### config.mk
export PLATFORM = sky130hd
export DESIGN_NAME = core_image_loader
export DESIGN_NICKNAME = d
export VERILOG_FILES = /design/src/rtl/core_image_loader.sv
export SDC_FILE = /design/constraint.sdc
export NUM_CORES = 1
export LEC_CHECK = 0
export CELL_PAD_IN_SITES_DETAIL_PLACEMENT = 0
export CELL_PAD_IN_SITES_GLOBAL_PLACEMENT = 2
export CORE_MARGIN = 1
export CORE_UTILIZATION = 36
export CTS_BUF_LIST = sky130_fd_sc_hd__clkbuf_2
export CTS_CLUSTER_DIAMETER = 120
export DETAILED_ROUTE_END_ITERATION = 8
export PLACE_DENSITY_LB_ADDON = 0.1
export SLEW_MARGIN = 20
export SYNTH_ARGS = -nofsm -noshare
export SYNTH_HDL_FRONTEND = slang
export SYNTH_SLANG_ARGS = --single-unit
### constraint.sdc
create_clock -name CL -period 10.4 [get_ports CL]
set_clock_uncertainty 0.2 [all_clocks]
set_input_delay 2.08 -clock CL [delete_from_list [all_inputs] [get_ports CL]]
set_output_delay 2.08 -clock CL [all_outputs]
set_load 0.01 [all_outputs]
### src/rtl/core_image_loader.sv
`default_nettype none
// ============================================================================
// Module   : core_image_loader
// Brief    : Streams a block of 36-bit words into core storage, then
//            optionally holds the operator-panel START button.
// Revision : 1.0
// ============================================================================
module core_image_loader #(
    parameter int START_CYCLES = 1000,
    parameter bit AUTO_START   = 1'b1
) (
    input  logic        CL,
    input  logic        RESET,
    input  logic        LOAD_REQ,
    input  logic [14:0] LOAD_ORG,
    input  logic [14:0] LOAD_COUNT,
    input  logic        ABORT,
    input  logic        WORD_VALID,
    input  logic [35:0] WORD_DATA,
    output logic        WORD_READY,
    input  logic        MEM_BUSY,
    output logic        MEM_WE,
    output logic [14:0] MEM_ADDR,
    output logic [35:0] MEM_DATA,
    output logic        START_PRESS,
    output logic        BUSY,
    output logic        DONE
);

    localparam int C_CNT_W = (START_CYCLES > 1) ? $clog2(START_CYCLES) : 1;
    localparam logic [C_CNT_W-1:0] C_START_LAST = C_CNT_W'(START_CYCLES - 1);

    typedef enum logic [2:0] {
        ST_IDLE   = 3'd0,
        ST_LOAD   = 3'd1,
        ST_WRITE  = 3'd2,
        ST_START  = 3'd3,
        ST_FINISH = 3'd4
    } state_t;

    state_t             state_q, state_d;
    state_t             w_end_state;
    logic               req_s_q, req_s_d;
    logic               req_prev_q, req_prev_d;
    logic [14:0]        org_s_q, org_s_d;
    logic [14:0]        cnt_s_q, cnt_s_d;
    logic [14:0]        addr_q, addr_d;
    logic [14:0]        rem_q, rem_d;
    logic [14:0]        mem_addr_q, mem_addr_d;
    logic [35:0]        data_q, data_d;
    logic [C_CNT_W-1:0] start_cnt_q, start_cnt_d;
    logic               word_ready_q, word_ready_d;
    logic               mem_we_q, mem_we_d;
    logic               start_press_q, start_press_d;
    logic               done_q, done_d;

    always_comb begin
        state_d     = state_q;
        // LOAD_REQ and its operands are registered together, so the edge is
        // only seen once a clock edge after reset release has captured them.
        req_s_d     = LOAD_REQ;
        req_prev_d  = req_s_q;
        org_s_d     = LOAD_ORG;
        cnt_s_d     = LOAD_COUNT;
        addr_d      = addr_q;
        rem_d       = rem_q;
        mem_addr_d  = mem_addr_q;
        data_d      = data_q;
        start_cnt_d = start_cnt_q;
        mem_we_d    = 1'b0;

        if (AUTO_START) begin
            w_end_state = ST_START;
        end else begin
            w_end_state = ST_FINISH;
        end

        if (ABORT) begin
            state_d = ST_IDLE;
        end else begin
            case (state_q)
                ST_IDLE: begin
                    if (req_s_q && !req_prev_q) begin
                        addr_d  = org_s_q;
                        rem_d   = cnt_s_q;
                        state_d = (cnt_s_q != 15'd0) ? ST_LOAD : w_end_state;
                    end
                end
                ST_LOAD: begin
                    if (WORD_VALID && word_ready_q) begin
                        data_d  = WORD_DATA;
                        state_d = ST_WRITE;
                    end
                end
                ST_WRITE: begin
                    if (!MEM_BUSY) begin
                        mem_we_d   = 1'b1;
                        mem_addr_d = addr_q;
                        addr_d     = addr_q + 15'd1;
                        rem_d      = rem_q - 15'd1;
                        state_d    = (rem_q != 15'd1) ? ST_LOAD : w_end_state;
                    end
                end
                ST_START: begin
                    if (start_cnt_q == '0) begin
                        state_d = ST_FINISH;
                    end else begin
                        start_cnt_d = start_cnt_q - 1'b1;
                    end
                end
                ST_FINISH: begin
                    state_d = ST_IDLE;
                end
                default: begin
                    state_d = ST_IDLE;
                end
            endcase
        end

        if ((state_d == ST_START) && (state_q != ST_START)) begin
            start_cnt_d = C_START_LAST;
        end

        // Strobes are decoded from the next state so they leave a flop clean.
        word_ready_d  = (state_d == ST_LOAD);
        start_press_d = (state_d == ST_START);
        done_d        = (state_d == ST_FINISH);
    end

    always_ff @(posedge CL or posedge RESET) begin
        if (RESET) begin
            state_q       <= ST_IDLE;
            req_s_q       <= 1'b0;
            req_prev_q    <= 1'b0;
            org_s_q       <= 15'd0;
            cnt_s_q       <= 15'd0;
            addr_q        <= 15'd0;
            rem_q         <= 15'd0;
            mem_addr_q    <= 15'd0;
            data_q        <= 36'd0;
            start_cnt_q   <= '0;
            word_ready_q  <= 1'b0;
            mem_we_q      <= 1'b0;
            start_press_q <= 1'b0;
            done_q        <= 1'b0;
        end else begin
            state_q       <= state_d;
            req_s_q       <= req_s_d;
            req_prev_q    <= req_prev_d;
            org_s_q       <= org_s_d;
            cnt_s_q       <= cnt_s_d;
            addr_q        <= addr_d;
            rem_q         <= rem_d;
            mem_addr_q    <= mem_addr_d;
            data_q        <= data_d;
            start_cnt_q   <= start_cnt_d;
            word_ready_q  <= word_ready_d;
            mem_we_q      <= mem_we_d;
            start_press_q <= start_press_d;
            done_q        <= done_d;
        end
    end

    assign WORD_READY  = word_ready_q;
    assign MEM_WE      = mem_we_q;
    assign MEM_ADDR    = mem_addr_q;
    assign MEM_DATA    = data_q;
    assign START_PRESS = start_press_q;
    assign BUSY        = (state_q != ST_IDLE);
    assign DONE        = done_q;

endmodule
`default_nettype wire

### Word-level counts from Yosys, hierarchy flattened

Cells that the tools add are included.

| word-level totals | value |
|---|---|
| flip-flop bits (word level) | 130 |
| input port bits | 72 |
| output and inout bits | 56 |
| logic and storage cells | 66 |

| cells by class | value |
|---|---|
| add/subtract/negate cells | 3 |
| eq/ne operators | 12 |
| mux-type cells | 21 |
| bitwise operators | 2 |
| reduce and logical (&&, ||, !) cells | 14 |

Operator list:

| kind | number |
|---|---|
| 15-bit two-way mux | 4 |
| 15-bit one-hot mux with 2 select lines | 2 |
| 10-bit two-way mux | 4 |
| 15-bit by 1-bit adder with 15-bit output, second input constant | 1 |
| 3-bit two-way mux | 5 |
| 15-bit by 1-bit inequality test with 1-bit output, second input constant | 1 |
| 15-bit nonzero test | 1 |
| 15-bit by 1-bit subtractor with 15-bit output, second input constant | 1 |
| 3-bit one-hot mux with 4 select lines | 1 |
| 10-bit zero test | 1 |
| 10-bit by 1-bit subtractor with 10-bit output, second input constant | 1 |
| 3-bit by 2-bit equality test with 1-bit output, second input constant | 3 |
| 3-bit AND reduction | 3 |
| 3-bit by 1-bit equality test with 1-bit output, second input constant | 2 |
| 2-bit two-way mux | 2 |
| 2-bit by 1-bit inequality test with 1-bit output, second input constant | 2 |
| 2-bit inequality test, second input constant | 2 |
| 4-bit AND reduction | 1 |
| 2-bit nonzero test | 2 |
| 3-bit equality test, second input constant | 1 |
| 1-bit logical AND | 3 |
| 3-bit zero test | 1 |
| 1-bit two-way mux | 3 |
| 3-bit by 2-bit inequality test with 1-bit output, second input constant | 1 |
| other kinds (3) | 4 |

### Logic depth before layout (Yosys ltp)

Gate-level depths: netlist of the first run.

| depth | value |
|---|---|
| depth in word-level cells | 9 |
| mapped depth | 8 |
| depth with buffers taken out | 7 |

### Worst setup path before layout of the first run

No wires, ideal clock.

| path | value |
|---|---|
| path type | in2reg |
| start | in ABORT |
| end | reg start_cnt_q[6] |
| setup time | 69 ps |
| arrival | 3,285 ps |
| required time | 10,131 ps |
| slack | 6,846 ps |
| cell stages on the path | 6 |
| path buffers | 1 |
| cell sequence | and4bb_2 -> buf_2 -> nand3_1 -> or3_1 -> a311o_1 -> nand3_1 |

| on the way | value |
|---|---|
| cells in the longest elaborated chain, start to end | 5 |
| elaborated cells on any way between the ends | 8 |
| those cells by class | eq/ne (3); mux (2); reduce/logical (3) |

RTL lines:

| what | RTL line | source |
|---|---|---|
| start, declared | 17 | `input logic ABORT,` |
| 3-bit two-way mux | 78 | `if (ABORT) begin` |
| 3-bit by 2-bit equality test with 1-bit output | 120 | `if ((state_d == ST_START) && (state_q != ST_START)) begin` |
| 1-bit logical AND | 120 |  |
| 2-bit by 1-bit inequality test with 1-bit output (no source line) or 2-bit nonzero test (tied branches) | n/a |  |
| 3-bit AND reduction (no source line) | n/a |  |
| end signal, assigned | 156 | `start_cnt_q <= start_cnt_d;` |
| end, declared | 51 | `logic [C_CNT_W-1:0] start_cnt_q, start_cnt_d;` |

Parallel ways exist; a longest one is shown, timed or not.
A chain may end at the register's enable or synchronous reset.

### Worst setup path after layout of the first run

| path | value |
|---|---|
| start | reg state_q[0] |
| end | out BUSY |

| on the way | value |
|---|---|
| cells in the longest elaborated chain, start to end | 1 |

RTL lines:

| what | RTL line | source |
|---|---|---|
| start, declared | 41 | `state_t state_q, state_d;` |
| start signal, assigned | 147 | `state_q <= state_d;` |
| 3-bit nonzero test | 169 | `assign BUSY = (state_q != ST_IDLE);` |
| end, declared | 26 | `output logic BUSY,` |

No other way between the ends.

==> results of run 1 <==
-- metal layers --
metal	wire, um	vias to the layer above
li1	-	1970
met1	5630	1969
met2	5720	103
met3	1230	10
met4	117	0
met5	0	-
-- cells in the final DEF, fill, tap and decap left out, drive strengths merged, types with 4 or more instances in the layout --
master / instances
o211ai: 5
clkdlybuf4s50: 127
o22ai: 8
nor3b: 5
ha: 4
dfrtp: 130
nand3: 17
a21oi: 37
nand2: 32
a2bb2oi: 6
nor2: 26
nor4: 8
a31oi: 4
o32ai: 5
clkinv: 5
nand4: 7
and2: 4
clkbuf: 18
inv: 10
nor3: 11
o21ai: 31
bufinv: 7
mux2: 51
buf: 5
-- stage by stage --
step | utilization, % | setup WS (ps) | total power, W | cells | cell area (sq um)
2_1_floorplan | - | 4650 | 0.000748 | 467 | 5450
3_3_place_gp | 47.1 | 5850 | 0.000872 | 760 | 6900
3_5_place_dp | 47.1 | 5780 | 0.000875 | 760 | 6900
4_1_cts | 49.5 | 5980 | 0.00130 | 792 | 7250
5_1_grt | 49.5 | 5930 | 0.00136 | 792 | 7250
6_report | 49.5 | 6100 | 0.00128 | 792 | 7250
-- kinds of logic after synthesis --
group | share of synthesized area (%)
adders and majority gates | 0.919
buffers and inverters | 2.48
and+or+nand+nor | 12.4
AOI/OAI and AO/OA | 12.7
DFF | 59.7
muxes | 10.7
xor gates and xnor gates | 0.965
-- registers in the layout, indices dropped and copies added (netlist names) --
name,flops
MEM_DATA,36
MEM_ADDR,15
addr_q,15
cnt_s_q,15
org_s_q,15
rem_q,15
start_cnt_q,10
state_q,3
DONE,1
MEM_WE,1
START_PRESS,1
WORD_READY,1
req_prev_d,1
req_prev_q,1
-- worst max-delay path: cells and delay by family, from the launching register on --
family	cells	cell delay [ps]
buf+inv	2	550
flops	1	510
simple gates	1	300
-- power groups by stage --
stage | combinational [W] | sequential [W] | clock, W
CTS | 0.000229 | 0.000639 | 0.000436
finish | 0.000225 | 0.000639 | 0.000419
detailed placement | 0.000227 | 0.000648 | 0
global route | 0.000249 | 0.000651 | 0.000460
floorplan | 0.000105 | 0.000644 | 0
global placement | 0.000226 | 0.000647 | 0
-- area by class of cell --
| class | instances | area (sq um) | share of cell area (%) |
|---|---|---|---|
| clock inverters | 14 | 260 | 3.59 |
| inverters | 10 | 40.0 | 0.552 |
| clock buffers | 18 | 90.1 | 1.24 |
| multi-input cells | 304 | 2070 | 28.5 |
| well taps | 184 | 230 | 3.18 |
| flip-flops and latches | 130 | 3250 | 44.9 |
| repair buffers | 132 | 1310 | 18.1 |
-- path summary, 6_finish.rpt --
check | from | slack [ps] | cells after the start | endpoint
min in group asynchronous | RESET | 1620 | 2 | MEM_DATA[23]
worst min register to register | req_prev_d | 220 | 0 | req_prev_q
worst max register to register | state_q[0] | 7510 | 3 | MEM_ADDR[2]
max in group asynchronous | RESET | 6950 | 3 | cnt_s_q[2]
worst min-delay path | req_prev_d | 220 | 0 | req_prev_q
worst max-delay path | state_q[0] | 6100 | 3 | BUSY
==> flow_metrics.py, run 1 <==
metrics = {
    "clock_tree": {
        "ctsHoldBuffers": 0,
        "cts_made_buffers": 17,
        "postCtsSetupRepairBufs": 0,
        "clock_latency_ps": 680,
        "cts_resized": 0,
        "clk_pin_slew_ps": 180,
        "cts.sinks": 130,
        "cts.path.max_buffers": 2,
        "cts_tree": "built",
        "htree_levels": 4,
        "root_buffer": "clkbuf_2",
    },
    "synth": {
        "synth_top_area_share_pct": 59.7,
        "avgSynthCellArea_sq_um": 11.7,
        "synth_area_sq_um": 5450,
        "async_flop_share_pct": 100,
        "synth_cells": 467,
        "synth.ff_latch_count": 130,
        "synthFlopType": "dfrtp_1",
        "synth_nets": 543,
        "synth_cell_types": 54,
        "synth_top_cell_by_area": "dfrtp_1",
        "yosysMostFrequentCell": "dfrtp_1",
        "synth_edf_count": 0,
        "synth_area_leaders": "dfrtp_1 (60%), mux2_2 (11%), a21oi_1 (3.4%), o21ai_0 (2.8%), nand2_1 (2.2%)",
        "synthTopCellsByCount": "dfrtp_1 (130), mux2_2 (51), a21oi_1 (37)",
        "seq_area_frac_synth_pct": 59.7,
        "yosys_warnings": 0,
    },
    "final_layout": {
        "antenna_cells": 0,
        "areaGrowthSynthToFinish_pct": 33.1,
        "fin_nets": 671,
        "fillCellCount": 1353,
        "drive_above_1_share_pct": 16.4,
    },
    "grt": {
        "grt_util_met3_pct": 8.86,
        "busiest_layer": "met2",
        "grt_max_degree": 77,
        "grt_first_pass_wirelength_mm": 21.3,
        "grt_use_total_pct": 17.5,
        "grt_pass1_vias": 4216,
        "grt-ovfl-total": 0,
        "grtUsageMet1_pct": 21.3,
        "antenna_found_initial": 0,
        "grtUsageMet2_pct": 27.0,
    },
    "run": {
        "max-cap-violations": 0,
    },
    "sta": {
        "tns_ps": 0,
        "period_minus_slack_ps": 4300,
        "whs_ps": 222,
        "fmax_mhz": 232,
        "period_share_pct": 41.4,
        "slew_violations": 0,
        "finalSetupViolCount": 0,
        "finalHoldViolCount": 0,
        "slew_headroom_pct": 35.6,
        "worst-slew-pin-transition_ps": 966,
        "rsz0062_at_grt": "no",
    },
    "floorplanning": {
        "die_area_sq_um": 15600,
        "start_util_pct": 37.2,
        "rows": 44,
        "die_y_um": 125,
        "coreArea_sq_um": 14600,
        "ios": 128,
        "die_w_um": 125,
    },
    "worst_setup_path": {
        "end_kind": "output port",
        "crit_path_start_kind": "flop",
        "crit_path_max_fanout": 9,
        "critical_path.slowest_cell": "dfrtp_1",
        "cp_slowest_stage_delay_ps": 510,
        "crit_chain": "nor3_1 -> inv_1 -> clkdlybuf4s50_1",
        "critPathArrivalTime_ps": 2020,
        "cp.required_ps": 8120,
        "critical_path_class": "flop to output port",
    },
    "status": {
        "failed_checks": "design-rule violations",
        "status": "finished with violations",
    },
    "drt": {
        "drt-initial-drc-count": 187,
        "drc_errors": 3,
        "wl_per_cell_um": 16.0,
        "vias_per_cell": 5.12,
        "antenna_left": 0,
        "num_vias": 4052,
        "drt-total-wl_mm": 12.7,
        "drtPass1Iterations": 6,
    },
    "placed_design": {
        "place_hpwl_mm": 8.56,
        "gp_congestion": 0.739,
        "port_buffers": 127,
    },
    "pwr": {
        "power_frac_comb_pct": 17.5,
        "p_sw_share_pct": 27.0,
        "pwr-share-seq_pct": 49.8,
        "leakagePower_nw": 3.12,
        "clock_power_share_pct": 32.6,
        "p_int_w": 0.000936,
        "vdd_ir_drop_max_uv": 103,
        "switchingPower_w": 0.000347,
        "power_density_nw_per_um2": 177,
    },
    "min_path": {
        "min_path_type": "flop to flop",
    },
}
Note: power is estimated with default switching activity, not from simulation.
==> inputs of run 2 (changes only) <==
--- a/config.mk
+++ b/config.mk
@@ -8,7 +8,7 @@
 export CELL_PAD_IN_SITES_DETAIL_PLACEMENT = 0
 export CELL_PAD_IN_SITES_GLOBAL_PLACEMENT = 2
 export CORE_MARGIN = 1
-export CORE_UTILIZATION = 36
+export CORE_UTILIZATION = 30
 export CTS_BUF_LIST = sky130_fd_sc_hd__clkbuf_2
 export CTS_CLUSTER_DIAMETER = 120
 export DETAILED_ROUTE_END_ITERATION = 8
==> constraint.sdc (replaced) <==
create_clock -name CL -period 3.8 [get_ports CL]
set_clock_uncertainty 0.2 [all_clocks]
set_input_delay 0.76 -clock CL [delete_from_list [all_inputs] [get_ports CL]]
set_output_delay 0.76 -clock CL [all_outputs]
set_load 0.01 [all_outputs]
==> flow_metrics.py, run 2 (synthesis results as in run 1) <==
metrics = {
    "clock_tree": {
        "clock_latency_ps": 680,
        "cts_resized": 0,
        "htree_levels": 4,
        "root_buffer": "clkbuf_2",
        "cts_made_buffers": 17,
        "clk_pin_slew_ps": 190,
        "cts.path.max_buffers": 2,
        "postCtsSetupRepairBufs": 0,
        "cts.sinks": 130,
        "cts_tree": "built",
        "ctsHoldBuffers": 0,
    },
    "pwr": {
        "leakagePower_nw": 3.11,
        "vdd_ir_drop_max_uv": 285,
        "power_density_nw_per_um2": 456,
    },
    "placed_design": {
        "post_dp_cell_area_sq_um": 7010,
        "place_hpwl_mm": 9.16,
        "port_buffers": 127,
        "dp.cells": 806,
        "gp_congestion": 0.726,
    },
    "final_layout": {
        "largest_reg_flops": 36,
        "stdcell_count": 839,
        "mostFrequentLayoutCell": "dfrtp_1",
        "fin_nets": 676,
        "fillCellCount": 1700,
        "multiInputGateArea_sq_um": 2070,
        "finish.instance_area_sq_um": 7290,
        "drive_above_1_share_pct": 17.0,
        "seqCellArea_sq_um": 3250,
        "final_cell_mix": "dfrtp_1 (130), clkdlybuf4s50_1 (127), mux2_2 (51)",
        "areaGrowthSynthToFinish_pct": 33.9,
    },
    "drt": {
        "drt-initial-drc-count": 125,
        "num_vias": 4097,
        "wl_per_cell_um": 16.0,
        "drtPass1Iterations": 4,
        "antenna_left": 0,
        "drt-total-wl_mm": 13.5,
        "vias_per_cell": 4.88,
        "drc_errors": 0,
    },
    "sta": {
        "period_share_pct": 79.1,
        "period_minus_slack_ps": 3000,
        "fmax_mhz": 333,
        "tns_ps": 0,
        "slew_violations": 0,
        "slew_headroom_pct": 60.8,
        "worst-slew-pin-transition_ps": 583,
        "finalHoldViolCount": 0,
        "finalSetupViolCount": 0,
        "rsz0062_at_grt": "no",
    },
    "floorplanning": {
        "coreArea_sq_um": 17500,
        "start_util_pct": 31.1,
        "ios": 128,
        "die_w_um": 137,
        "rows": 48,
        "die_area_sq_um": 18700,
        "die_y_um": 137,
    },
    "worst_setup_path": {
        "cp.required_ps": 2840,
        "crit_chain": "nor3_1 -> inv_1 -> clkdlybuf4s50_1",
        "critPathArrivalTime_ps": 2040,
        "cp_slowest_stage_delay_ps": 500,
        "crit_path_max_fanout": 9,
        "crit_path_start_kind": "flop",
        "end_kind": "output port",
        "critical_path_class": "flop to output port",
        "critical_path.slowest_cell": "dfrtp_1",
    },
    "grt": {
        "grt-ovfl-total": 0,
        "grt_max_degree": 78,
        "antenna_found_initial": 1,
        "grt_pass1_vias": 4233,
        "grt_first_pass_wirelength_mm": 22.2,
        "grt_use_total_pct": 15.7,
    },
    "run": {
        "max-cap-violations": 0,
    },
    "min_path": {
        "min_path_type": "input port to async pin",
    },
    "status": {
        "status": "completed",
    },
}
-- run 2: cell count changes in the layout (fill, tap and decap cells not counted), sizes merged --
cell      before  now
buf            5   10
bufinv         7    4
clkbuf        18   17
clkinv         5    8
clkinvlp       2    4
diode          0    1
inv           10    9
-- run 2: worst paths after layout --
kind	start	endpoint	slack, ps	depth (start not counted)
max	state_q[0]	BUSY	800	3
min reg2reg	req_prev_d	req_prev_q	240	0
min	RESET	rem_q[0]	190	2
max reg2reg	start_cnt_q[0]	start_cnt_q[3]	1340	7
min in group CL	req_prev_d	req_prev_q	240	0
max in group asynchronous	RESET	MEM_DATA[26]	2470	3
-- run 2: through the flow --
| stage | setup slack [ps] | utilization, % | hold WS (ps) | total power, W |
|---|---|---|---|---|
| after floorplan | 1230 | - | 167 | 0.00205 |
| after global placement | 999 | 40.0 | 191 | 0.00240 |
| after detailed placement | 981 | 40.0 | 205 | 0.00240 |
| after CTS | 690 | 41.6 | 103 | 0.00340 |
| after global routing | 616 | 41.6 | 123 | 0.00354 |
| final | 796 | 41.6 | 186 | 0.00333 |
-- run 2: final cells by class --
cell class              instances  area share, %
repair buffers                137           18.8
diodes                          1         0.0343
multi-input cells             304           28.3
inverters                      10          0.566
flip-flops and latches        130           44.6
clock inverters                15           2.63
clock buffers                  17           1.17
well taps                     225           3.86
-- run 2: layer usage --
layer / vias to the layer above / track usage, % / share of wire, %
met3: 13 / 7.52 / 9.4
met5: - / 0 / 0
met4: 0 / 5.74 / 1.4
met1: 2001 / 19.6 / 45
met2: 113 / 23.3 / 45
li1: 1970 / - / -
-- run 2: power by group --
part	internal (W)	switching (W)
clock network	0.000426	0.000531
registers	0.00157	0.000175
logic	0.000363	0.000259
total	0.00236	0.000966
-- run 2: critical path: cells and delay by family (launching register included) --
family	cells	cell delay [ps]
simple gates	1	320
flops	1	500
buf+inv	2	550
